==> config.mk <==
export PLATFORM = sky130hd
export DESIGN_NAME = hazard_detection_unit
export DESIGN_NICKNAME = d
export VERILOG_FILES = /design/src/rtl/hazard_detection_unit.sv
export SDC_FILE = /design/constraint.sdc
export NUM_CORES = 1
export LEC_CHECK = 0
export BUFFER_PORTS_ARGS = -buffer_cell sky130_fd_sc_hd__buf_2
export CAP_MARGIN = 20
export CORE_UTILIZATION = 39
export DETAILED_ROUTE_END_ITERATION = 16
export HOLD_SLACK_MARGIN = 0.15
export PLACE_DENSITY = 0.78
export SYNTH_ARGS = -nofsm -noshare
export SYNTH_HDL_FRONTEND = slang
export SYNTH_SLANG_ARGS = --single-unit
==> constraint.sdc <==
create_clock -name clk_i -period 1.75 [get_ports clk_i]
set_clock_uncertainty 0.1 [all_clocks]
set_input_delay 0.4375 -clock clk_i [delete_from_list [all_inputs] [get_ports clk_i]]
set_output_delay 0.4375 -clock clk_i [all_outputs]
set_load 0.01 [all_outputs]
==> src/rtl/hazard_detection_unit.sv <==
`default_nettype none
// ============================================================================
// hazard_detection_unit : ID-stage load-use stall and taken-branch flush.
// Optional macro HAZARD_PERF_EN adds stall/flush performance counters.
// Revision 1.0
// ============================================================================
module hazard_detection_unit #(
  parameter int LU_STALL_CYCLES = 1,
  parameter int CNT_W           = 32
) (
  input  logic             clk_i,
  input  logic             rst_i,
  input  logic [4:0]       RS1addr_i,
  input  logic [4:0]       RS2addr_i,
  input  logic [4:0]       RDaddr_i,
  input  logic             MemRead_i,
  input  logic             BranchTaken_i,
  output logic             NoOp_o,
  output logic             Stall_o,
  output logic             PCWrite_o,
  output logic             Flush_o
`ifdef HAZARD_PERF_EN
  ,
  output logic [CNT_W-1:0] StallCnt_o,
  output logic [CNT_W-1:0] FlushCnt_o
`endif
);

  typedef enum logic [0:0] {
    ST_IDLE  = 1'b0,
    ST_STALL = 1'b1
  } state_e;

  localparam logic [1:0] C_CNT_INIT = 2'(LU_STALL_CYCLES - 1);

  if ((LU_STALL_CYCLES < 1) || (LU_STALL_CYCLES > 3) || (CNT_W < 1)) begin : g_bad_params
    $error("hazard_detection_unit: illegal LU_STALL_CYCLES or CNT_W");
  end

  state_e     state_q, state_d;
  logic [1:0] cnt_q, cnt_d;
  logic       ex_memread_q;
  logic [4:0] ex_rd_q;
  logic       hazard;

  assign hazard = ex_memread_q && (ex_rd_q != 5'd0) &&
                  ((ex_rd_q == RS1addr_i) || (ex_rd_q == RS2addr_i));

  always_comb begin
    state_d   = state_q;
    cnt_d     = cnt_q;
    NoOp_o    = 1'b0;
    Stall_o   = 1'b0;
    PCWrite_o = 1'b1;
    case (state_q)
      ST_IDLE: begin
        if (hazard) begin
          NoOp_o    = 1'b1;
          Stall_o   = 1'b1;
          PCWrite_o = 1'b0;
          if (LU_STALL_CYCLES > 1) begin
            state_d = ST_STALL;
            cnt_d   = C_CNT_INIT;
          end
        end
      end
      ST_STALL: begin
        // Bubbles continue regardless of ID operands until the load reaches MEM/WB.
        NoOp_o    = 1'b1;
        Stall_o   = 1'b1;
        PCWrite_o = 1'b0;
        cnt_d     = cnt_q - 2'd1;
        if (cnt_q == 2'd1) begin
          state_d = ST_IDLE;
        end
      end
      default: begin
        state_d = ST_IDLE;
        cnt_d   = 2'd0;
      end
    endcase
    if (!rst_i) begin
      NoOp_o    = 1'b1;
      Stall_o   = 1'b0;
      PCWrite_o = 1'b0;
    end
  end

  assign Flush_o = rst_i && BranchTaken_i && !NoOp_o;

  always_ff @(posedge clk_i) begin
    if (!rst_i) begin
      state_q      <= ST_IDLE;
      cnt_q        <= 2'd0;
      ex_memread_q <= 1'b0;
      ex_rd_q      <= 5'd0;
    end else begin
      state_q      <= state_d;
      cnt_q        <= cnt_d;
      ex_memread_q <= NoOp_o ? 1'b0 : MemRead_i;
      ex_rd_q      <= NoOp_o ? 5'd0 : RDaddr_i;
    end
  end

`ifdef HAZARD_PERF_EN
  logic [CNT_W-1:0] stall_cnt_q, flush_cnt_q;

  always_ff @(posedge clk_i) begin
    if (!rst_i) begin
      stall_cnt_q <= '0;
      flush_cnt_q <= '0;
    end else begin
      if (Stall_o) stall_cnt_q <= stall_cnt_q + CNT_W'(1);
      if (Flush_o) flush_cnt_q <= flush_cnt_q + CNT_W'(1);
    end
  end

  assign StallCnt_o = stall_cnt_q;
  assign FlushCnt_o = flush_cnt_q;
`endif

endmodule
`default_nettype wire
==> metrics.cfg, run 1 <==
[timing]
finalSetupViolCount = 4
worst_slack_ns = -0.381
period_needed_ns = 2.13
slew_violations = 0
max_slew_margin_pct = 81.6
rsz0062_at_grt = yes
timing.fmax_mhz = 469
final_hold_viol_count = 0
worstMarginPinSlew_ns = 0.276
fin_crit_sh_pct = 122
fin_tns_setup_ns = -1.50

[critical_path]
slowest_delay_ns = 0.31
slowest_stage = dfxtp_1
path_delay_family = compound AO/OA/AOI/OAI gates
cp_max_fo = 2
crit_type = register to output pin
cp_num_buf_inv = 2
path_cells = buf_4 -> xnor2_1 -> nand3_2 -> o22a_1 -> o21ai_2 -> buf_2
cp-end-kind = output pin
required_ns = 1.21
critPathLaunchType = register
arrival_ns = 1.59

[grt]
antenna_found_initial = 0
grt_pass1_vias = 414
grt_max_degree = 8
grt_pass1_wl_um = 1680
grt_usage_pct = 17.1
grt_overflow = 0

[drt]
wl_per_cell_um = 11.0
drtIter0Drc = 11
totalWireLength_um = 1140
detail_route.vias_per_cell = 4.76
ant_nets = 0
first_pass_iters = 4
via_count = 495
remaining_drc_errors = 0

[die]
coreArea_um2 = 1170
fp-row-count = 12
die-area_um2 = 1470
start_util_pct = 43.9
boundaryPins = 23
die-width_um = 38.3
dieHeight_um = 38.3

[placement]
dp.final_hpwl_um = 846
pre_cts_ws_ns = -0.195
gp_congestion = 0.726
dp_cells = 100
portBuffers = 22

[cts]
cts_tree = yes
clock_latency_ns = 0.26
holdBufCountCts = 0
cts_made_buffers = 3
cts.htree.levels = 1
cts-root-buf = clkbuf_4
cts.sinks = 9
cts_setup_buffers = 0
clockBufferDepth = 2
clk_pin_slew_ns = 0.06

[finish]
antenna_cells = 0
nFillCells = 108
final_cell_mix = buf_2, xnor2_1, nand2_1, buf_4, dfxtp_1
final_cells = 104
multi_input_area_um2 = 360
nets = 111
area_growth_pct = 52.3
layout-drive-gt1-share_pct = 55.6
seq_area_um2 = 181
layout_commonest_cell = buf_2

[status]
violations = setup timing
status = finished with violations

[yosys]
ys_warn_count = 0
syn_inst = 57
synth_top_area_share_pct = 35.0
synth_area_leaders = dfxtp_1, xnor2_1, a21oi_2, nand2_1, ha_1
synthesis.nets = 77
syn_area_per_cell_um2 = 9.02
ys_types = 21
syn-cell-area_um2 = 514
yosys.area.top_type = dfxtp_1
ys_ff_latch = 9
yosysSeqAreaShare_pct = 35.0

[power_and_ir_drop]
powerDensity_nw_per_um2 = 655
power.leakage_nw = 0.339
vdd_drop_max_v = 0.000406

[worst_hold_path]
hold_path.class = primary input to register

[job]
max_cap_viol_count = 0

layer usage:
metal  GRT usage, %  vias to the layer above  wire, um
li1               -                      255         -
met1           21.9                      220       518
met2           26.7                       18       547
met3           2.33                        2        64
met4           10.7                        0        12
met5              0                        -         0
cells in the mapped netlist:
cell type and count:
mux2i_1 1, xor2_1 1, nor2_1 1, o21ai_1 2, buf_1 1, xnor2_1 10
o21a_1 1, inv_1 1, nand2_1 11, or4_1 1, dfxtp_1 9, a21boi_2 1
clkinv_1 1, ha_1 1, nor2b_1 2, and2_1 1, nand3_1 2, o22ai_2 1
buf_6 1, o22a_1 1, a21oi_2 7
final timing paths:
check | slack (ns) | depth (start not counted) | startpoint | end
setup / recovery | -0.38 | 6 | ex_rd_q[4]$_SDFF_PP0_ | Stall_o
hold / removal | 0.31 | 3 | RDaddr_i[0] | ex_rd_q[0]$_SDFF_PP0_
setup reg to reg | 0.19 | 6 | ex_rd_q[4]$_SDFF_PP0_ | ex_rd_q[3]$_SDFF_PP0_
hold reg to reg | 0.42 | 2 | cnt_q[1]$_SDFFE_PN0P_ | cnt_q[1]$_SDFFE_PN0P_
repair_timing:
action                     CTS  global route
pin swaps                    2             2
setup endpoints to repair    4             4
gates cloned                 0             0
resized for setup            4             3
power breakdown:
group | switching (mW) | leakage, nW | total, mW | internal, mW
clock network | 0.0702 | 0.0150 | 0.158 | 0.0877
logic | 0.0639 | 0.250 | 0.137 | 0.0726
registers | 0.00524 | 0.0744 | 0.218 | 0.213
kinds of logic after synthesis:
group           synth area share, %
simple gates                   15.8
compound gates                 21.7
xor+xnor                       18.7
flops                          35.0
buf+inv                        4.38
mux                            1.95
fa+ha+maj                      2.43
flip-flops by register name (all words and copies together), names as in the netlist:
name,cells
ex_rd_q,5
ex_memread_q,1
cnt_q,2
state_q,1
final cells by class:
type	instances	share of cell area [%]
well taps	14	2.24
inverters	2	0.958
repair buffers	31	24.3
clock buffers	4	3.35
multi-input cells	44	46.0
flip-flops and latches	9	23.2
worst min-delay path, cell delays in order:
cell and delay [ns]:
buf_2 0.09, nand2_1 0.06, a21oi_2 0.03
metrics by stage:
step	hold slack [ns]	area, um^2	utilization, %	power (mW)
3_3_place_gp	0.395	726	62.0	0.346
2_1_floorplan	0.383	546	-	0.299
4_1_cts	0.305	766	65.4	0.511
3_5_place_dp	0.410	726	62.0	0.348
6_report	0.306	783	66.9	0.513
5_1_grt	0.303	783	66.9	0.540
Power figures use the tool's default switching activity.
==> run 2, diff against run 1 <==
--- a/config.mk
+++ b/config.mk
@@ -9,8 +9,10 @@
 export CAP_MARGIN = 20
 export CORE_UTILIZATION = 39
 export DETAILED_ROUTE_END_ITERATION = 16
+export GPL_TIMING_DRIVEN = 0
 export HOLD_SLACK_MARGIN = 0.15
 export PLACE_DENSITY = 0.78
+export SETUP_SLACK_MARGIN = 0.2
 export SYNTH_ARGS = -nofsm -noshare
 export SYNTH_HDL_FRONTEND = slang
 export SYNTH_SLANG_ARGS = --single-unit
==> run 2 against run 1 <==
Net effect: the run still ends with setup timing left; core utilization is 2.0 points lower; clock power rose by 3%; critical endpoint is now NoOp_o; design area is 3.0% lower; fmax shrank 3.1%; global-route usage grew 0.27 points; critical path type unchanged; worst setup slack lost 0.067 ns; combinational power decreased by 7%; largest cell class unchanged; count of clock-buffer cells in the layout did not move.
==> metrics.cfg, run 2 (synthesis gave the netlist of run 1 again) <==
[timing]
final_hold_viol_count = 0  ; unchanged
fin_crit_sh_pct = 126  ; was 122%
period_needed_ns = 2.20  ; was 2.13 ns
max_slew_margin_pct = 72.5  ; was 81.6%
whs_ns = 0.298  ; was 0.306 ns
worstMarginPinSlew_ns = 0.412  ; was 0.276 ns
rsz0062_at_grt = yes  ; unchanged
worst_slack_ns = -0.449  ; was -0.381 ns
timing.fmax_mhz = 455  ; was 469 MHz
finalSetupViolCount = 4  ; unchanged
slew_violations = 0  ; unchanged

[finish]
antenna_cells = 0  ; unchanged
reg.largest.list = ex_rd_q: 5 flops, cnt_q: 2 flops  ; unchanged
nets = 110  ; was 111
layout_commonest_cell = buf_2  ; unchanged
area_growth_pct = 47.7  ; was 52.3%
layout-drive-gt1-share_pct = 53.9  ; was 55.6%
top_register = ex_rd_q  ; unchanged
largest_reg_flops = 5  ; unchanged
final_cell_mix = buf_2, xnor2_1, nand2_1, dfxtp_1  ; was buf_2, xnor2_1, nand2_1, buf_4, dfxtp_1

[grt]
grt_max_degree = 10  ; was 8
grt_usage_pct = 17.4  ; was 17.1%
grt_pass1_wl_um = 1670  ; was 1680 um
grt_pass1_vias = 421  ; was 414
antenna_found_initial = 0  ; unchanged
grt_overflow = 0  ; unchanged

[power_and_ir_drop]
report.power.total_mw = 0.509  ; was 0.513 mW
powerDensity_nw_per_um2 = 670  ; was 655 nW/um^2
power.leakage_nw = 0.328  ; was 0.339 nW
vdd_drop_max_v = 0.000443  ; was 0.000406 V

[status]
violations = setup timing  ; unchanged
status = finished with violations  ; unchanged

[placement]
portBuffers = 22  ; unchanged
gp_congestion = 0.651  ; was 0.726
dp.final_hpwl_um = 801  ; was 846 um

[worst_hold_path]
hold_path.class = primary input to register  ; unchanged
worstHoldStart = RDaddr_i[4]  ; was RDaddr_i[0]

[critical_path]
arrival_ns = 1.66  ; was 1.59 ns
critPathLaunchType = register  ; unchanged
cp-end-kind = output pin  ; unchanged
cp_max_fo = 5  ; was 2
critPathLaunch = ex_rd_q[3]$_SDFF_PP0_  ; was ex_rd_q[4]$_SDFF_PP0_
reg2reg_from = ex_rd_q[3]$_SDFF_PP0_  ; was ex_rd_q[4]$_SDFF_PP0_
crit_type = register to output pin  ; unchanged
required_ns = 1.21  ; about the same

[die]
boundaryPins = 23  ; unchanged
fp-row-count = 12  ; unchanged
coreArea_um2 = 1170  ; unchanged
die-area_um2 = 1470  ; unchanged
dieHeight_um = 38.3  ; unchanged
die-width_um = 38.3  ; unchanged
start_util_pct = 43.9  ; unchanged

[drt]
first_pass_iters = 4  ; unchanged
drtIter0Drc = 2  ; was 11
remaining_drc_errors = 0  ; unchanged
via_count = 490  ; was 495
ant_nets = 0  ; unchanged
totalWireLength_um = 1090  ; was 1140 um
detail_route.vias_per_cell = 4.76  ; about the same
wl_per_cell_um = 10.6  ; was 11.0 um

[cts]
cts-root-buf = clkbuf_4  ; unchanged
cts_tree = yes  ; unchanged
cts.htree.levels = 1  ; unchanged
clock_latency_ns = 0.26  ; about the same
cts_made_buffers = 3  ; unchanged
clk_pin_slew_ns = 0.06  ; about the same
clockBufferDepth = 2  ; unchanged
cts.sinks = 9  ; unchanged
holdBufCountCts = 0  ; unchanged

[job]
max_cap_viol_count = 0  ; unchanged

-- run 2: cell types whose count changed in the layout (fill, tap and decap cells not counted), sizes merged --
cell  change
buf       -1
-- run 2: per-stage QoR --
step	utilization (%)	setup TNS (ns)	cells	setup slack, ns	instance area, um^2
2_1_floorplan	-	-0.262	57	-0.0754	546
3_3_place_gp	57.5	-1.06	93	-0.300	673
3_5_place_dp	57.5	-1.10	93	-0.318	673
4_1_cts	62.1	-1.93	100	-0.486	727
5_1_grt	64.9	-2.00	103	-0.509	759
6_report	64.9	-1.77	103	-0.449	759
-- run 2: final timing paths --
path / end / slack [ns] / depth (start not counted)
worst min register to register: cnt_q[1]$_SDFFE_PN0P_ / 0.43 / 2
worst max-delay path: NoOp_o / -0.45 / 6
worst max register to register: ex_rd_q[1]$_SDFF_PP0_ / 0.13 / 5
worst min-delay path: ex_rd_q[4]$_SDFF_PP0_ / 0.30 / 3
-- run 2: final cells by class --
class,instances,area [um^2]
multi-input combinational,44,348
sequential,9,183
fill,99,412
timing repair buffer,28,161
buffer,2,15.0
inverter,2,8.76
clock buffer,4,26.3
tap,14,17.5
-- run 2: timing repair --
item,CTS,global route
endpoints found under the setup margin,4,10
hold endpoints to repair,0,0
setup buffers,3,3
gates resized for setup,3,2
pin swaps,3,4
-- run 2: metal layers --
layer	share of wire, %	track usage (%)	wire length (um)	vias up
met5	0	0	0	-
met4	1.3	13.4	14	0
met3	4.9	3.49	53	2
met2	49	25.0	531	17
met1	45	22.4	489	216
li1	-	-	-	255
-- run 2: worst max-delay path, cell delays in order, from the launching register on --
cell	delay (ns)
dfxtp_2	0.32
or4_4	0.52
o21a_1	0.19
buf_6	0.14
clkinv_2	0.04
o21ai_2	0.04
buf_2	0.16
-- run 2: power by group --
part	total [mW]	switching [mW]	internal, mW
registers	0.220	0.00658	0.213
logic	0.128	0.0599	0.0679
clock network	0.162	0.0736	0.0880
